==> config.mk <==
export PLATFORM = sky130hd
export DESIGN_NAME = hls_activity_monitor
export DESIGN_NICKNAME = d
export VERILOG_FILES = /design/src/rtl/hls_activity_monitor.sv
export SDC_FILE = /design/constraint.sdc
export NUM_CORES = 1
export LEC_CHECK = 0
export ABC_AREA = 0
export CORE_MARGIN = 2
export CORE_UTILIZATION = 55
export CTS_BUF_LIST = sky130_fd_sc_hd__clkbuf_4 sky130_fd_sc_hd__clkbuf_8
export CTS_CLUSTER_SIZE = 28
export DETAILED_ROUTE_END_ITERATION = 8
export PLACE_DENSITY = 0.93
export SYNTH_ARGS = -nofsm -noshare
export SYNTH_HDL_FRONTEND = slang
export SYNTH_SLANG_ARGS = --single-unit
==> constraint.sdc <==
create_clock -name clock -period 5.5 [get_ports clock]
set_input_delay 1.1 -clock clock [delete_from_list [all_inputs] [get_ports clock]]
set_output_delay 1.1 -clock clock [all_outputs]
set_load 0.03 [all_outputs]
==> src/rtl/hls_activity_monitor.sv <==
`default_nettype none
// ============================================================================
// Module      : hls_activity_monitor
// Description : Passive tap that counts kernel transactions, latency, and
//               sequential/pipelined loop activity for one HLS kernel.
// Revision    : 1.0 - initial release
// ============================================================================
module hls_activity_monitor #(
    parameter int STATE_W = 6,
    parameter int CNT_W   = 32
) (
    input  logic               clock,
    input  logic               reset,
    input  logic               clear,
    input  logic               finish,
    input  logic               mod_start,
    input  logic               mod_done,
    input  logic               mod_continue,
    input  logic [STATE_W-1:0] seq_cur_state,
    input  logic [STATE_W-1:0] seq_iter_start_state,
    input  logic [STATE_W-1:0] seq_iter_end_state,
    input  logic [STATE_W-1:0] upc_cur_state,
    input  logic [STATE_W-1:0] upc_iter_start_state,
    input  logic [STATE_W-1:0] upc_iter_end_state,
    input  logic               upc_iter_start_block,
    input  logic               upc_iter_end_block,
    input  logic               upc_iter_start_enable,
    input  logic               upc_iter_end_enable,
    input  logic               upc_loop_start,
    input  logic               upc_loop_done,
    output logic               mod_busy,
    output logic [CNT_W-1:0]   mod_txn_count,
    output logic [CNT_W-1:0]   mod_last_latency,
    output logic [CNT_W-1:0]   mod_max_latency,
    output logic               seq_in_loop,
    output logic [CNT_W-1:0]   seq_loop_count,
    output logic [CNT_W-1:0]   seq_iter_count,
    output logic               upc_active,
    output logic [CNT_W-1:0]   upc_loop_count,
    output logic [CNT_W-1:0]   upc_iter_start_count,
    output logic [CNT_W-1:0]   upc_iter_end_count,
    output logic               frozen
);

    localparam logic [CNT_W-1:0] c_CNT_MAX = '1;
    localparam logic [CNT_W-1:0] c_CNT_ONE = CNT_W'(1);

    function automatic logic [CNT_W-1:0] sat_inc(input logic [CNT_W-1:0] v);
        return (v == c_CNT_MAX) ? v : v + c_CNT_ONE;
    endfunction

    logic               busy_q,      busy_d;
    logic [CNT_W-1:0]   timer_q,     timer_d;
    logic [CNT_W-1:0]   txn_q,       txn_d;
    logic [CNT_W-1:0]   last_q,      last_d;
    logic [CNT_W-1:0]   max_q,       max_d;
    logic [STATE_W-1:0] prev_q,      prev_d;
    logic               in_loop_q,   in_loop_d;
    logic [CNT_W-1:0]   sloop_q,     sloop_d;
    logic [CNT_W-1:0]   siter_q,     siter_d;
    logic               active_q,    active_d;
    logic [CNT_W-1:0]   uloop_q,     uloop_d;
    logic [CNT_W-1:0]   ustart_q,    ustart_d;
    logic [CNT_W-1:0]   uend_q,      uend_d;
    logic               frozen_q,    frozen_d;

    logic               w_start_now;
    logic               w_complete;
    logic [CNT_W-1:0]   w_latency;
    logic               w_cur_is_start;
    logic               w_cur_is_end;
    logic               w_prev_is_start;
    logic               w_prev_is_end;
    logic               w_single_state;
    logic               w_seq_entry;
    logic               w_seq_iter;
    logic               w_seq_exit;
    logic               w_upc_issue;
    logic               w_upc_retire;

    assign w_start_now = mod_start & ~busy_q;
    assign w_complete  = mod_done & mod_continue & (busy_q | mod_start);
    // Latency includes the current cycle; a same-cycle start/done reports 1.
    assign w_latency   = busy_q ? sat_inc(timer_q) : c_CNT_ONE;

    assign w_cur_is_start  = (seq_cur_state == seq_iter_start_state);
    assign w_cur_is_end    = (seq_cur_state == seq_iter_end_state);
    assign w_prev_is_start = (prev_q == seq_iter_start_state);
    assign w_prev_is_end   = (prev_q == seq_iter_end_state);
    assign w_single_state  = (seq_iter_start_state == seq_iter_end_state);

    assign w_seq_entry = w_cur_is_start & ~w_prev_is_start & ~w_prev_is_end;
    assign w_seq_iter  = (w_prev_is_end & ~w_cur_is_end)
                       | (w_single_state & w_prev_is_start & w_cur_is_start);
    assign w_seq_exit  = w_prev_is_end & ~w_cur_is_start;

    assign w_upc_issue  = (upc_cur_state == upc_iter_start_state)
                        & ~upc_iter_start_block & upc_iter_start_enable;
    assign w_upc_retire = (upc_cur_state == upc_iter_end_state)
                        & ~upc_iter_end_block & upc_iter_end_enable;

    always_comb begin
        busy_d    = busy_q;
        timer_d   = timer_q;
        txn_d     = txn_q;
        last_d    = last_q;
        max_d     = max_q;
        prev_d    = prev_q;
        in_loop_d = in_loop_q;
        sloop_d   = sloop_q;
        siter_d   = siter_q;
        active_d  = active_q;
        uloop_d   = uloop_q;
        ustart_d  = ustart_q;
        uend_d    = uend_q;
        frozen_d  = frozen_q;

        if (clear) begin
            busy_d    = 1'b0;
            timer_d   = '0;
            txn_d     = '0;
            last_d    = '0;
            max_d     = '0;
            prev_d    = '0;
            in_loop_d = 1'b0;
            sloop_d   = '0;
            siter_d   = '0;
            active_d  = 1'b0;
            uloop_d   = '0;
            ustart_d  = '0;
            uend_d    = '0;
            frozen_d  = 1'b0;
        end else if (!frozen_q) begin
            if (w_complete) begin
                txn_d  = sat_inc(txn_q);
                last_d = w_latency;
                if (w_latency > max_q) begin
                    max_d = w_latency;
                end
                // Back-to-back: a start alongside completion of a running txn restarts.
                busy_d  = busy_q & mod_start;
                timer_d = c_CNT_ONE;
            end else if (w_start_now) begin
                busy_d  = 1'b1;
                timer_d = c_CNT_ONE;
            end else if (busy_q) begin
                timer_d = sat_inc(timer_q);
            end

            prev_d = seq_cur_state;
            if (w_seq_entry) begin
                sloop_d   = sat_inc(sloop_q);
                in_loop_d = 1'b1;
            end
            if (w_seq_iter) begin
                siter_d = sat_inc(siter_q);
            end
            if (w_seq_exit) begin
                in_loop_d = 1'b0;
            end

            if (w_upc_issue) begin
                ustart_d = sat_inc(ustart_q);
            end
            if (w_upc_retire) begin
                uend_d = sat_inc(uend_q);
            end
            active_d = upc_loop_start | (active_q & ~upc_loop_done);
            if (upc_loop_done) begin
                uloop_d = sat_inc(uloop_q);
            end

            if (finish) begin
                frozen_d = 1'b1;
            end
        end
    end

    always_ff @(posedge clock or negedge reset) begin
        if (!reset) begin
            busy_q    <= 1'b0;
            timer_q   <= '0;
            txn_q     <= '0;
            last_q    <= '0;
            max_q     <= '0;
            prev_q    <= '0;
            in_loop_q <= 1'b0;
            sloop_q   <= '0;
            siter_q   <= '0;
            active_q  <= 1'b0;
            uloop_q   <= '0;
            ustart_q  <= '0;
            uend_q    <= '0;
            frozen_q  <= 1'b0;
        end else begin
            busy_q    <= busy_d;
            timer_q   <= timer_d;
            txn_q     <= txn_d;
            last_q    <= last_d;
            max_q     <= max_d;
            prev_q    <= prev_d;
            in_loop_q <= in_loop_d;
            sloop_q   <= sloop_d;
            siter_q   <= siter_d;
            active_q  <= active_d;
            uloop_q   <= uloop_d;
            ustart_q  <= ustart_d;
            uend_q    <= uend_d;
            frozen_q  <= frozen_d;
        end
    end

    assign mod_busy             = busy_q;
    assign mod_txn_count        = txn_q;
    assign mod_last_latency     = last_q;
    assign mod_max_latency      = max_q;
    assign seq_in_loop          = in_loop_q;
    assign seq_loop_count       = sloop_q;
    assign seq_iter_count       = siter_q;
    assign upc_active           = active_q;
    assign upc_loop_count       = uloop_q;
    assign upc_iter_start_count = ustart_q;
    assign upc_iter_end_count   = uend_q;
    assign frozen               = frozen_q;

endmodule
`default_nettype wire

==> flow_metrics.env <==
export IMPL_layout_setup_ws_ns=0.5862
export IMPL_critical_path_buf_inv_count=1
export IMPL_path_max_fanout=17
export IMPL_final_fill_count=2101
export IMPL_power_frac_seq_pct=48.4
export IMPL_setup_worst_path_start_class="flip-flop"
export IMPL_slowest_stage="or4_1"
export IMPL_fp_coreArea_sq_um=29560
export IMPL_drtAntennaViolNets=0
export IMPL_cell_row_count=63
export IMPL_postCtsSetupRepairBufs=0
export IMPL_critPathCaptureType="flip-flop"
export IMPL_n_antenna_cell=0
export IMPL_crit_chain="ha_1, nand2_1, or4_1, or4_1, and3_1, nand4_2, xor2_2, nor2_1, ha_1, nand4_1, nor4_1, o311a_1, o211ai_1, buf_4, or2_2, a21oi_1"
export IMPL_setup_tns_ns=0
export IMPL_worst_tran_pin_value_ns=1.125
export IMPL_yosys_cell_count_top_type="dfrtp_1"
export IMPL_grt_usage_pct=30.47
export IMPL_worst_slew_margin_rel_pct=25.02
export IMPL_number_of_global_route_vias_before_repair=15010
export IMPL_post_place_ws_ns=0.6702
export IMPL_timing_critical_path_arrival_ns=5.39
export IMPL_post_cts_resize_count=0
export IMPL_hold_viol=0
export IMPL_detail_route_drc_violations=0
export IMPL_holdBufCountCts=0
export IMPL_drt_wirelength_per_cell_um=18.97
export IMPL_die_outline_height_um=177.0
export IMPL_grt_max_degree=138
export IMPL_synth_commonest_cells="dfrtp_1 (298), nor2_1 (230), nand2_1 (147), nand3_1 (101), a21oi_1 (100)"
export IMPL_clkTransAtPathRegs_ns=0.07
export IMPL_cts_root_buffer="clkbuf_8"
export IMPL_layout_nets=2195
export IMPL_dr_total_vias=15450
export IMPL_io_pins=309
export IMPL_finClkSkew_ns=0.01259
export IMPL_postSynthCellCount=1810
export IMPL_power_switching_mw=1.127
export IMPL_h_tree_depth=2
export IMPL_postSynthNetCount=1898
export IMPL_fmax_mhz=203.5
export IMPL_global_route_wire_length_before_repair_um=77620
export IMPL_clock_sink_count=298
export IMPL_finalWeightedCongestion=0.9260
export IMPL_syn_to_final_growth_pct=27.48
export IMPL_cts_buffers=50
export IMPL_synth_cell_area_sq_um=16450
export IMPL_critical_path_max_stage_delay_ns=0.61
export IMPL_wl_um=48140
export IMPL_floorplan_die_width_um=177.0
export IMPL_grt_antenna_before_repair=0
export IMPL_cts_tree="yes"
export IMPL_power_share_combinational_pct=6.1
export IMPL_critical_path_class="flip-flop to flip-flop"
export IMPL_portBuffers=308
export IMPL_postSynth_topFlopCell="dfrtp_1"
export IMPL_design_die_area_sq_um=31310
export IMPL_switching_share_pct=24.62
export IMPL_power_static_leakage_nw=8.468
export IMPL_synth_ff_latch_count=298
export IMPL_synth_cell_types=69
export IMPL_intPower_mw=3.451
export IMPL_initial_core_util_pct=55.66
export IMPL_timing_final_crit_period_ns=4.914
export IMPL_avgViaCountPerCell=6.089
export IMPL_final_max_slew_viol_count=0
export IMPL_peakVddDrop_v=0.0001973
export IMPL_status="complete, no violations"
export IMPL_setup_viol=0
export IMPL_yosys_warnings=0
export IMPL_rsz0062_at_grt="no"
export IMPL_dr_pass1_iters=5
export IMPL_asyncSetResetFlopFracSynth_pct=100.0
export IMPL_netlist_top_cells_area="dfrtp_1 (45%), nor2_1 (5.2%), xor2_1 (4.9%)"
export IMPL_grt_ovfl_total=0
export IMPL_synth_top_cell_area_share_pct=45.32
export IMPL_worstSkewPairLatency_ns=0.56
export IMPL_synth_yosys_seq_area_share_pct=45.32
export IMPL_ctsLongestPathBuffers=3
export IMPL_detailedRoute_firstIterationViolations=1246
export IMPL_min_delay_path_class="flip-flop to flip-flop"
export IMPL_pwr_share_clk_pct=45.5
export IMPL_p_per_area_nw_per_um2=218.3
export IMPL_maximum_capacitance_violations=0
export IMPL_final_period_utilization_pct=89.34
export IMPL_worstPathRequired_ns=5.97
export IMPL_post_synth_cell_area_avg_sq_um=9.090
export IMPL_netlist_top_cell_by_area="dfrtp_1"
export IMPL_layout_drive_gt1_share_pct=7.263
export IMPL_synth_enable_flop_cells=0
export IMPL_hpwl_um=33830
export IMPL_top_cell_family_by_delay_on_the_critical_path="simple AND/OR/NAND/NOR gates"
-- sequential cells by signal (all words and copies together), names as in the netlist --
name,count
prev_q,6
mod_busy,1
seq_iter_count,32
upc_iter_end_count,32
mod_last_latency,32
upc_iter_start_count,32
seq_loop_count,32
timer_q,32
seq_in_loop,1
upc_active,1
mod_txn_count,32
upc_loop_count,32
mod_max_latency,32
frozen,1
-- final cells by class --
class	count	area [sq um]	area share (%)
multi-input combinational	1371	8451	40.29
sequential	298	7457	35.55
timing repair buffer	331	3289	15.68
clock buffer	78	992.2	4.730
tap	390	488.0	2.326
inverter	55	206.4	0.9843
clock inverter	15	91.34	0.4355
-- power groups by stage --
stage / clock network, mW / logic, mW / registers [mW]
after floorplan: 0 / 0.123 / 2.26
after global placement: 0 / 0.271 / 2.25
after detailed placement: 0 / 0.278 / 2.25
after CTS: 2.11 / 0.280 / 2.21
after global routing: 2.23 / 0.304 / 2.21
final: 2.08 / 0.280 / 2.21
-- logic make-up (layout without fill, tap and decap cells) --
logic type,after synthesis,after routing,share of synthesized area (%)
xor gates and xnor gates,174,174,9.354
buffers and inverters,141,479,3.354
DFF,298,298,45.32
adders and majority gates,39,39,2.966
muxes,52,52,3.278
and+or+nand+nor,825,825,25.70
AOI/OAI and AO/OA,281,281,10.03
-- per-layer routing --
layer / vias to the layer above / share of wire, % / global-route usage (%)
li1: 7008 / - / -
met3: 133 / 8.2 / 6.787
met5: - / 0 / 0
met1: 7534 / 39 / 38.91
met4: 0 / 2.9 / 10.33
met2: 779 / 50 / 51.23
-- layout by cell type, fill, tap and decap left out, drive strengths merged, types with 4 or more instances in the layout --
cell	netlist	layout
nand4	70	70
clkdlybuf4s50	0	306
or3	58	58
and3	33	33
o21ai	102	102
clkinvlp	0	5
inv	55	56
o31ai	27	27
or4	24	24
a21oi	102	102
or2	8	8
nor3	33	33
clkbuf	75	79
or4b	4	4
nor2b	15	15
xor2	94	94
mux2i	40	40
nor2	231	231
xnor2	80	80
nand3	102	102
and4	28	28
a31oi	7	7
a22o	10	10
buf	11	24
nor4	24	24
dfrtp	298	298
nand2	147	147
clkinv	0	9
o211ai	4	4
nand3b	8	8
ha	39	39
mux2	12	12
and2	23	23
nand2b	9	9
-- worst min-delay path, cell delays in order, from the launching register on --
cell	delay, ns
dfrtp_1	0.35
nand2_1	0.04
o21ai_0	0.06
-- worst paths after layout --
kind	endpoint	cells past startpoint	startpoint	slack, ns
min reg2reg	mod_last_latency[12]	2	mod_last_latency[12]	0.48
max in group asynchronous	upc_iter_start_count[22]	2	reset	3.75
min in group asynchronous	mod_max_latency[12]	1	reset	0.62
max reg2reg	mod_max_latency[0]	16	timer_q[0]	0.59
min	mod_last_latency[12]	2	mod_last_latency[12]	0.48
max	mod_max_latency[0]	16	timer_q[0]	0.59
-- metrics by stage --
step	power, mW	hold slack, ns	instance area, sq um	cells	utilization (%)
floorplan	2.383	0.5049	16450	1810	-
global placement	2.522	0.4625	19890	2445	67.29
detailed placement	2.531	0.4747	19890	2445	67.29
CTS	4.606	0.4900	20980	2538	70.96
global route	4.748	0.5185	20980	2538	70.96
finish	4.578	0.4814	20980	2538	70.96
Note: power is estimated with default switching activity, not from simulation.
